--- src/rtl/fifo_ctrl.sv ---
// fifo_ctrl: pointer, occupancy and status control for a DEPTH-entry register-file FIFO.
// Strobes and addresses are combinational; the ack/err status is a Moore decode of a
// small FSM, so each request's status appears one cycle after the request.
module fifo_ctrl #(
  parameter int DEPTH = 32,
  localparam int AW = $clog2(DEPTH),
  localparam int CW = AW + 1
) (
  input  logic          clk,
  input  logic          reset,
  input  logic          wr_en,
  input  logic          rd_en,
  output logic          we,
  output logic [AW-1:0] wAddr,
  output logic          re,
  output logic [AW-1:0] rAddr,
  output logic [CW-1:0] data_count,
  output logic          full,
  output logic          empty,
  output logic          wr_ack,
  output logic          wr_err,
  output logic          rd_ack,
  output logic          rd_err
);

  typedef enum logic [2:0] {
    IDLE   = 3'b000,
    WRITE  = 3'b001,
    READ   = 3'b010,
    WRRD   = 3'b011,
    WR_ERR = 3'b100,
    RD_ERR = 3'b101
  } state_t;

  state_t        state, state_nxt;
  logic          opp, opp_nxt;   // opposite op completed alongside a rejected one
  logic [AW-1:0] head, tail;

  // Occupancy flags come from the count only; pointers are equal at both full and empty.
  assign full  = (data_count == CW'(DEPTH));
  assign empty = (data_count == '0);

  // Strobes are gated off during reset so no write/read reaches the storage.
  assign we    = wr_en & ~full  & ~reset;
  assign re    = rd_en & ~empty & ~reset;
  assign wAddr = tail;
  assign rAddr = head;

  // Pointers wrap naturally at 2**AW; occupancy tracks net writes minus reads.
  always_ff @(posedge clk or posedge reset) begin
    if (reset) begin
      head       <= '0;
      tail       <= '0;
      data_count <= '0;
    end else begin
      if (we) tail <= tail + 1'b1;
      if (re) head <= head + 1'b1;
      if (we && !re)      data_count <= data_count + 1'b1;
      else if (re && !we) data_count <= data_count - 1'b1;
    end
  end

  // Status FSM state and the opposite-op qualifier.
  always_ff @(posedge clk or posedge reset) begin
    if (reset) begin
      state <= IDLE;
      opp   <= 1'b0;
    end else begin
      state <= state_nxt;
      opp   <= opp_nxt;
    end
  end

  // Next state by request priority; outputs decoded from the current state.
  always_comb begin
    state_nxt = IDLE;
    opp_nxt   = 1'b0;
    if (we && re) begin
      state_nxt = WRRD;
    end else if (wr_en && full) begin
      state_nxt = WR_ERR;
      opp_nxt   = re;
    end else if (rd_en && empty) begin
      state_nxt = RD_ERR;
      opp_nxt   = we;
    end else if (we) begin
      state_nxt = WRITE;
    end else if (re) begin
      state_nxt = READ;
    end

    wr_ack = (state == WRITE) || (state == WRRD) || ((state == RD_ERR) && opp);
    rd_ack = (state == READ)  || (state == WRRD) || ((state == WR_ERR) && opp);
    wr_err = (state == WR_ERR);
    rd_err = (state == RD_ERR);
  end

endmodule

--- config.mk ---
export PLATFORM = sky130hd
export DESIGN_NAME = fifo_ctrl
export DESIGN_NICKNAME = d
export VERILOG_FILES = /design/src/rtl/fifo_ctrl.sv
export SDC_FILE = /design/constraint.sdc
export NUM_CORES = 1
export LEC_CHECK = 0
export BUFFER_PORTS_ARGS = -buffer_cell sky130_fd_sc_hd__buf_2
export CAP_MARGIN = 20
export CORE_MARGIN = 3
export CORE_UTILIZATION = 26
export CTS_BUF_LIST = sky130_fd_sc_hd__clkbuf_4
export DETAILED_ROUTE_END_ITERATION = 8
export PLACE_DENSITY_LB_ADDON = 0.08
export SLEW_MARGIN = 0
export SYNTH_ARGS = -nofsm -noshare
export SYNTH_HDL_FRONTEND = slang
export SYNTH_SLANG_ARGS = --single-unit
--- constraint.sdc ---
create_clock -name clk -period 4.3 [get_ports clk]
set_input_delay 0.86 -clock clk [delete_from_list [all_inputs] [get_ports clk]]
set_output_delay 0.86 -clock clk [all_outputs]
set_load 0.05 [all_outputs]
==> flow_metrics.py, run 1 <==
metrics = {
    "status": {
        "status": "finished, final reports clean",
    },
    "drt": {
        "wl_um": 2511,
        "firstDrtPassIters": 4,
        "drt_iter0_drc": 32,
        "wl_per_cell_um": 13.43,
        "ant_nets": 0,
        "via_per_inst": 4.711,
        "drc": 0,
        "vias": 881,
    },
    "global_routing": {
        "grt_use_total_pct": 10.05,
        "grt_pass1_wl_um": 4153,
        "grt_antenna_before_repair": 0,
        "grt_overflow_total": 0,
        "grt_pass1_vias": 832,
        "grt_max_degree": 21,
    },
    "yosys": {
        "ys.flop_type": "dfrtp_1",
        "async_flop_share_pct": 100.0,
        "synth-edff-count": 0,
        "yosysSeqAreaShare_pct": 42.69,
        "syn_area_um2": 1172,
        "ys_warn_count": 0,
        "synth_area_per_cell_um2": 10.96,
        "netlist-cell-type-count": 34,
        "syn_inst": 107,
        "syn_nets": 121,
        "ys_seq_elements": 20,
    },
    "clock_network": {
        "cts_buffers": 3,
        "clock_latency_ps": 300,
        "clk_pin_slew_ps": 120,
        "htree_levels": 1,
        "cts-root-buf": "clkbuf_4",
        "cts_setup_buffers": 0,
        "hold_buffers": 0,
        "clock_sinks": 20,
        "cts_buffer_depth": 2,
        "cts_tree": "yes",
        "ctsResizeCount": 0,
    },
    "setup_path": {
        "critical_path.slowest_cell": "dfrtp_1",
        "rrSetupSlack_ps": 1140,
        "cpPeakStageDelay_ps": 600,
        "crit_chain": "inv_1, a311oi_4, inv_1, ha_1, inv_1, ha_1, a211oi_1, or4_1, nand4_1, a221o_1",
        "crit_fanout": 10,
        "worst_setup_path_end_kind": "register",
        "r2r_cells": 10,
        "worstPathRequired_ps": 4490,
        "crit_family": "compound AO/OA/AOI/OAI gates",
        "crit_top_cell": "inv_1",
        "setup.worst_path.start_class": "register",
        "r2r-start": "data_count[5]",
        "critPathArrivalTime_ps": 3360,
        "r2r_end": "data_count[5]",
        "setup.worst_path.start": "data_count[5]",
        "critical_path_class": "reg -> reg",
        "path_buf_inv": 3,
    },
    "floorplanning": {
        "fp.dieH_um": 73.15,
        "dieArea_um2": 5351,
        "ios": 28,
        "start_util_pct": 28.10,
        "rows": 23,
        "coreArea_um2": 4173,
        "die_w_um": 73.15,
    },
    "final_layout": {
        "drive_gt1_share_pct": 27.74,
        "final_cell_mix": "buf_2 (27), dfrtp_1 (20), inv_1 (9), ha_1 (9)",
        "antenna_cells": 0,
        "area_growth_pct": 18.78,
        "final_nets": 152,
        "fillCellCount": 423,
        "final_common_cell": "buf_2",
    },
    "sta": {
        "fmax_mhz": 316.1,
        "max_slew_margin_pct": 45.50,
        "finalSetupViolCount": 0,
        "fin_crit_sh_pct": 73.58,
        "rsz0062_at_grt": "no",
        "min_period_ps": 3164,
        "hold_viol_final": 0,
        "final_max_slew_viol_count": 0,
        "finalSetupTns_ps": 0,
        "tightest_slew_ps": 816.5,
        "finClkSkew_ps": 1.472,
    },
    "place": {
        "io_buffers": 27,
        "gp_congestion": 0.7451,
        "dp_hpwl_um": 1913,
    },
    "run": {
        "maxCapViolCount": 0,
    },
    "hold_path": {
        "hold_depth": 1,
        "min_to": "rAddr[4]",
        "hold_class": "reg -> reg",
        "min_from": "rAddr[4]",
    },
}
[registers in the layout, summed over array words and instances (netlist names)]
name / count
data_count: 6
rAddr: 5
wAddr: 5
state: 3
opp: 1
[how the worst max path moves through the flow]
stage,cells after the start,endpoint
2_1_floorplan,9,data_count[5]
3_3_place_gp,10,data_count[5]
3_5_place_dp,10,data_count[5]
4_1_cts,10,data_count[5]
5_1_grt,10,data_count[5]
6_report,10,data_count[5]
[cell families after synthesis]
kind of cell | after synthesis | synth area share [%]
and+or+nand+nor | 29 | 13.87
AOI/OAI and AO/OA | 21 | 15.26
DFF | 20 | 42.69
xor gates and xnor gates | 12 | 8.965
buffers and inverters | 11 | 3.842
adders and majority gates | 10 | 11.31
muxes | 4 | 4.055
[per-layer routing]
| layer | global-route usage, % | share of wire, % | vias up |
|---|---|---|---|
| li1 | - | - | 441 |
| met1 | 13.72 | 49 | 421 |
| met2 | 15.39 | 46 | 17 |
| met3 | 1.102 | 3.3 | 2 |
| met4 | 5.533 | 1.2 | 0 |
| met5 | 0 | 0 | - |
[synth_stat cells (2+ instances only)]
| library cell | n | area (µm²) |
|---|---|---|
| nand2_1 | 8 | 30.03 |
| dfrtp_1 | 20 | 500.5 |
| mux2_2 | 2 | 22.52 |
| a311oi_4 | 2 | 52.55 |
| nor3_1 | 3 | 15.01 |
| xor2_1 | 4 | 35.03 |
| o21bai_1 | 2 | 15.01 |
| ha_1 | 9 | 112.6 |
| o21ai_0 | 5 | 25.02 |
| a21oi_1 | 3 | 15.01 |
| nand4_1 | 5 | 31.28 |
| inv_1 | 9 | 33.78 |
| nor2_1 | 5 | 18.77 |
| o211ai_1 | 2 | 15.01 |
| xnor2_1 | 8 | 70.07 |
| nor3b_1 | 2 | 15.01 |
[cell type report]
| type | count | area, µm² | share of cell area (%) |
|---|---|---|---|
| clock buffer | 3 | 22.52 | 1.617 |
| clock inverter | 1 | 3.754 | 0.2695 |
| inverter | 9 | 33.78 | 2.426 |
| multi-input combinational | 76 | 626.9 | 45.01 |
| sequential | 20 | 500.5 | 35.94 |
| tap | 50 | 62.56 | 4.492 |
| timing repair buffer | 28 | 142.6 | 10.24 |
[worst reg2reg max path, delay by kind of cell (launching register included)]
kind                     cells  cell delay [ps]
flip-flops                   1              600
AO/OA/AOI/OAI                3             1180
AND/OR/NAND/NOR              2              250
buffers and inverters        3              460
adder cells (fa/ha/maj)      2              550
[stage by stage]
stage,instance area [µm²],std cells,setup WS (ps),utilization [%],hold WS [ps]
after floorplan,1172,107,808.0,-,783.4
final,1393,187,1136,33.37,476.7
after global routing,1393,187,836.1,33.37,506.6
after detailed placement,1366,183,934.8,32.74,460.8
after CTS,1393,187,1119,33.37,480.2
after global placement,1366,183,972.9,32.74,456.9
Power of run 1 is left out: the tool's default activity adds up to more than one toggle a clock period on the data nets, which glitch-free logic cannot reach.
==> run 2, diff against run 1 <==
==> constraint.sdc (replaced) <==
create_clock -name clk -period 2.8 [get_ports clk]
set_input_delay 0.56 -clock clk [delete_from_list [all_inputs] [get_ports clk]]
set_output_delay 0.56 -clock clk [all_outputs]
set_load 0.05 [all_outputs]
==> flow_metrics.py, run 2 (synthesized netlist as in run 1, its figures left out) <==
metrics = {
    "clock_network": {
        "clock_sinks": 20,
        "htree_levels": 1,
        "ctsResizeCount": 0,
        "cts_tree": "yes",
        "cts_buffers": 3,
        "cts_setup_buffers": 0,
        "hold_buffers": 0,
        "clk_pin_slew_ps": 120,
        "cts_buffer_depth": 2,
        "clock_latency_ps": 300,
        "cts-root-buf": "clkbuf_4",
    },
    "place": {
        "dp_hpwl_um": 1977,
        "gp_congestion": 0.7541,
        "io_buffers": 27,
    },
    "sta": {
        "min_period_ps": 2683,
        "fmax_mhz": 372.7,
        "finalSetupViolCount": 0,
        "hold_viol_final": 0,
        "final_max_slew_viol_count": 0,
        "rsz0062_at_grt": "no",
        "fin_crit_sh_pct": 95.82,
        "tightest_slew_ps": 807.3,
        "finClkSkew_ps": 5.941,
        "max_slew_margin_pct": 46.12,
    },
    "floorplanning": {
        "start_util_pct": 28.10,
        "dieArea_um2": 5351,
        "coreArea_um2": 4173,
        "ios": 28,
        "rows": 23,
        "fp.dieH_um": 73.15,
        "die_w_um": 73.15,
    },
    "global_routing": {
        "grt_use_total_pct": 10.33,
        "grt_pass1_vias": 888,
        "grt_overflow_total": 0,
        "grt_antenna_before_repair": 0,
        "grt_pass1_wl_um": 4264,
        "grt_max_degree": 21,
    },
    "hold_path": {
        "hold_class": "in -> async",
    },
    "run": {
        "maxCapViolCount": 0,
    },
    "drt": {
        "wl_per_cell_um": 13.47,
        "firstDrtPassIters": 4,
        "drt_iter0_drc": 40,
        "vias": 869,
        "wl_um": 2545,
        "ant_nets": 0,
        "drc": 0,
        "via_per_inst": 4.598,
    },
    "final_layout": {
        "final_cell_mix": "buf_2 (27), dfrtp_1 (14), nand2_1 (8), xnor2_1 (8), inv_1 (7)",
        "fillCellCount": 437,
        "regMostFlops": "data_count",
        "antenna_cells": 0,
        "largest_reg_flops": 6,
        "drive_gt1_share_pct": 38.13,
        "final_nets": 154,
        "area_growth_pct": 25.72,
        "final_common_cell": "buf_2",
        "finish.utilization_pct": 35.32,
    },
    "setup_path": {
        "critPathArrivalTime_ps": 2930,
        "crit_fanout": 6,
        "worstPathRequired_ps": 3040,
        "critical_path_class": "reg -> reg",
        "setup.worst_path.start_class": "register",
        "worst_setup_path_end_kind": "register",
    },
    "status": {
        "status": "finished, final reports clean",
    },
}
==> run 2: path summary, 6_finish.rpt <==
kind | startpoint | endpoint | slack [ps] | depth (start not counted)
setup / recovery | data_count[1] | data_count[5] | 120 | 10
hold / removal | reset | data_count[2] | 460 | 2
setup reg to reg | data_count[1] | data_count[5] | 120 | 10
hold reg to reg | wAddr[4] | wAddr[4] | 470 | 1
max in group asynchronous | reset | data_count[1] | 1760 | 2
min in group clk | wAddr[4] | wAddr[4] | 470 | 1
==> run 2: critical path, cell delays in order (launching register included) <==
cell      delay (ps)
dfrtp_4          540
nor4_4           360
a311oi_4         140
inv_1            110
ha_4             180
inv_6             60
ha_1             340
o211ai_1         170
or4_1            540
nand4_1           80
a221o_1          100
==> run 2: area by class of cell <==
class                      instances  area, µm²  area share (%)
multi-input combinational         76      673.1           45.67
tap                               50      62.56           4.244
timing repair buffer              30      157.7           10.70
inverter                           9      41.29           2.801
clock inverter                     1      3.754          0.2547
clock buffer                       3      22.52           1.528
sequential                        20      513.0           34.80
==> run 2: metal layers <==
metal | vias to the layer above | global-route usage [%] | part of all wire, %
li1 | 446 | - | -
met1 | 404 | 13.52 | 46
met2 | 17 | 16.58 | 48
met3 | 2 | 2.342 | 5.1
met4 | 0 | 3.689 | 0.75
met5 | - | 0 | 0
==> run 2: through the flow <==
stage / hold slack [ps] / setup slack [ps] / instances / area [µm²] / setup TNS (ps)
after global placement: 457.4 / 202.3 / 185 / 1448 / 0
after global routing: 485.8 / 1.180 / 189 / 1474 / 0
final: 457.6 / 117.0 / 189 / 1474 / 0
after floorplan: 523.6 / -268.5 / 107 / 1242 / -454.7
after detailed placement: 460.0 / 139.4 / 185 / 1448 / 0
after CTS: 479.7 / 107.0 / 189 / 1474 / 0
Power of run 2 is left out for the same reason.
==> run 3, diff against run 2 <==
--- a/config.mk
+++ b/config.mk
@@ -8,7 +8,7 @@
 export BUFFER_PORTS_ARGS = -buffer_cell sky130_fd_sc_hd__buf_2
 export CAP_MARGIN = 20
 export CORE_MARGIN = 3
-export CORE_UTILIZATION = 26
+export CORE_UTILIZATION = 45
 export CTS_BUF_LIST = sky130_fd_sc_hd__clkbuf_4
 export DETAILED_ROUTE_END_ITERATION = 8
 export PLACE_DENSITY_LB_ADDON = 0.08
==> flow_metrics.py, run 3 (synthesized netlist as in run 1, its figures left out) <==
metrics = {
    "status": {
        "status": "finished, final reports clean",
    },
    "sta": {
        "max_slew_margin_pct": 51.08,
        "finClkSkew_ps": 4.770,
        "fmax_mhz": 385.1,
        "fin_crit_sh_pct": 92.73,
        "hold_viol_final": 0,
        "final_max_slew_viol_count": 0,
        "rsz0062_at_grt": "no",
        "tightest_slew_ps": 732.9,
        "min_period_ps": 2596,
        "finalSetupViolCount": 0,
    },
    "setup_path": {
        "cpPeakStageDelay_ps": 530,
        "r2r_end": "data_count[5]",
        "critPathArrivalTime_ps": 2830,
        "crit_chain": "nor4_4, a311oi_4, inv_1, ha_4, inv_6, ha_1, o211ai_1, or4_1, nand4_1, a221o_1",
        "r2r_cells": 10,
        "crit_fanout": 6,
        "critical_path.slowest_cell": "or4_1",
        "worstPathRequired_ps": 3040,
        "r2r-start": "data_count[0]",
        "rrSetupSlack_ps": 200,
        "setup.worst_path.start_class": "register",
        "worst_setup_path_end_kind": "register",
        "critical_path_class": "reg -> reg",
    },
    "clock_network": {
        "clock_latency_ps": 290,
        "clock_sinks": 20,
        "cts_tree": "yes",
        "clk_pin_slew_ps": 110,
        "hold_buffers": 0,
        "cts_buffers": 3,
        "cts-root-buf": "clkbuf_4",
        "ctsResizeCount": 0,
        "htree_levels": 1,
        "cts_buffer_depth": 2,
    },
    "place": {
        "place_inst": 163,
        "gp_congestion": 0.7421,
        "io_buffers": 27,
        "dp_hpwl_um": 1715,
    },
    "drt": {
        "ant_nets": 0,
        "drt_iter0_drc": 32,
        "wl_um": 2152,
        "drc": 0,
        "vias": 896,
        "firstDrtPassIters": 5,
        "via_per_inst": 5.302,
        "wl_per_cell_um": 12.73,
    },
    "floorplanning": {
        "fp.dieH_um": 57.04,
        "rows": 17,
        "dieArea_um2": 3254,
        "die_w_um": 57.04,
        "coreArea_um2": 2340,
        "start_util_pct": 50.11,
        "ios": 28,
    },
    "final_layout": {
        "antenna_cells": 0,
        "final_cell_mix": "buf_2 (27), dfrtp_1 (14), nand2_1 (8), xnor2_1 (8), inv_1 (7)",
        "area_growth_pct": 24.65,
        "regMostFlops": "data_count",
        "largest_reg_flops": 6,
        "final_common_cell": "buf_2",
        "drive_gt1_share_pct": 39.01,
        "final_nets": 156,
        "final_cells": 169,
    },
    "global_routing": {
        "grt_max_degree": 21,
        "grt_use_total_pct": 14.87,
        "grt_overflow_total": 0,
        "grt_antenna_before_repair": 0,
        "grt_pass1_wl_um": 3960,
        "grt_pass1_vias": 889,
    },
    "hold_path": {
        "hold_class": "in -> async",
    },
    "run": {
        "maxCapViolCount": 0,
    },
}
## run 3: worst max-delay path: cells and delay by family, from the launching register on
kind / cells / cell delay [ps]
and+or+nand+nor: 3 / 950
DFF: 1 / 520
adders and majority gates: 2 / 500
AOI/OAI and AO/OA: 3 / 400
buffers and inverters: 2 / 170
## run 3: how the worst max path moves through the flow
stage                              from             to  cells after the start
after floorplan           data_count[5]  data_count[5]                      9
after global placement            wr_en  data_count[5]                     10
after detailed placement  data_count[1]  data_count[5]                     10
after CTS                 data_count[1]  data_count[5]                     10
after global routing      data_count[0]  data_count[5]                     10
final                     data_count[0]  data_count[5]                     10
## run 3: repair_timing
action / CTS / global route
setup buffers: 0 / 2
setup endpoints to repair: 0 / 1
endpoints found under the hold margin: 0 / 0
## run 3: per-layer routing
metal,vias to the layer above,wire length (µm),global-route usage [%]
met1,431,948,17.73
met2,15,1127,27.08
met3,2,49,1.584
met5,-,0,0
met4,0,27,5.960
li1,448,-,-
## run 3: area by class of cell
type	instances	area, µm²
inverters	9	41.29
well taps	28	35.03
multi-input cells	76	673.1
repair buffers	32	172.7
fillers	198	878.3
clock buffers	3	22.52
clock inverters	1	3.754
flip-flops and latches	20	513.0
## run 3: per-stage QoR
stage                     setup TNS, ps  utilization (%)  worst slack, ps  instance area, µm²  hold slack (ps)
after floorplan                  -454.7                -           -268.5                1242            523.6
after global placement                0            60.70            227.5                1420            455.1
after detailed placement              0            60.70            160.7                1420            465.3
after CTS                             0            61.82            135.3                1446            470.9
after global routing                  0            62.46            19.71                1461            485.6
final                                 0            62.46            203.6                1461            434.6
Power of run 3 is left out for the same reason.
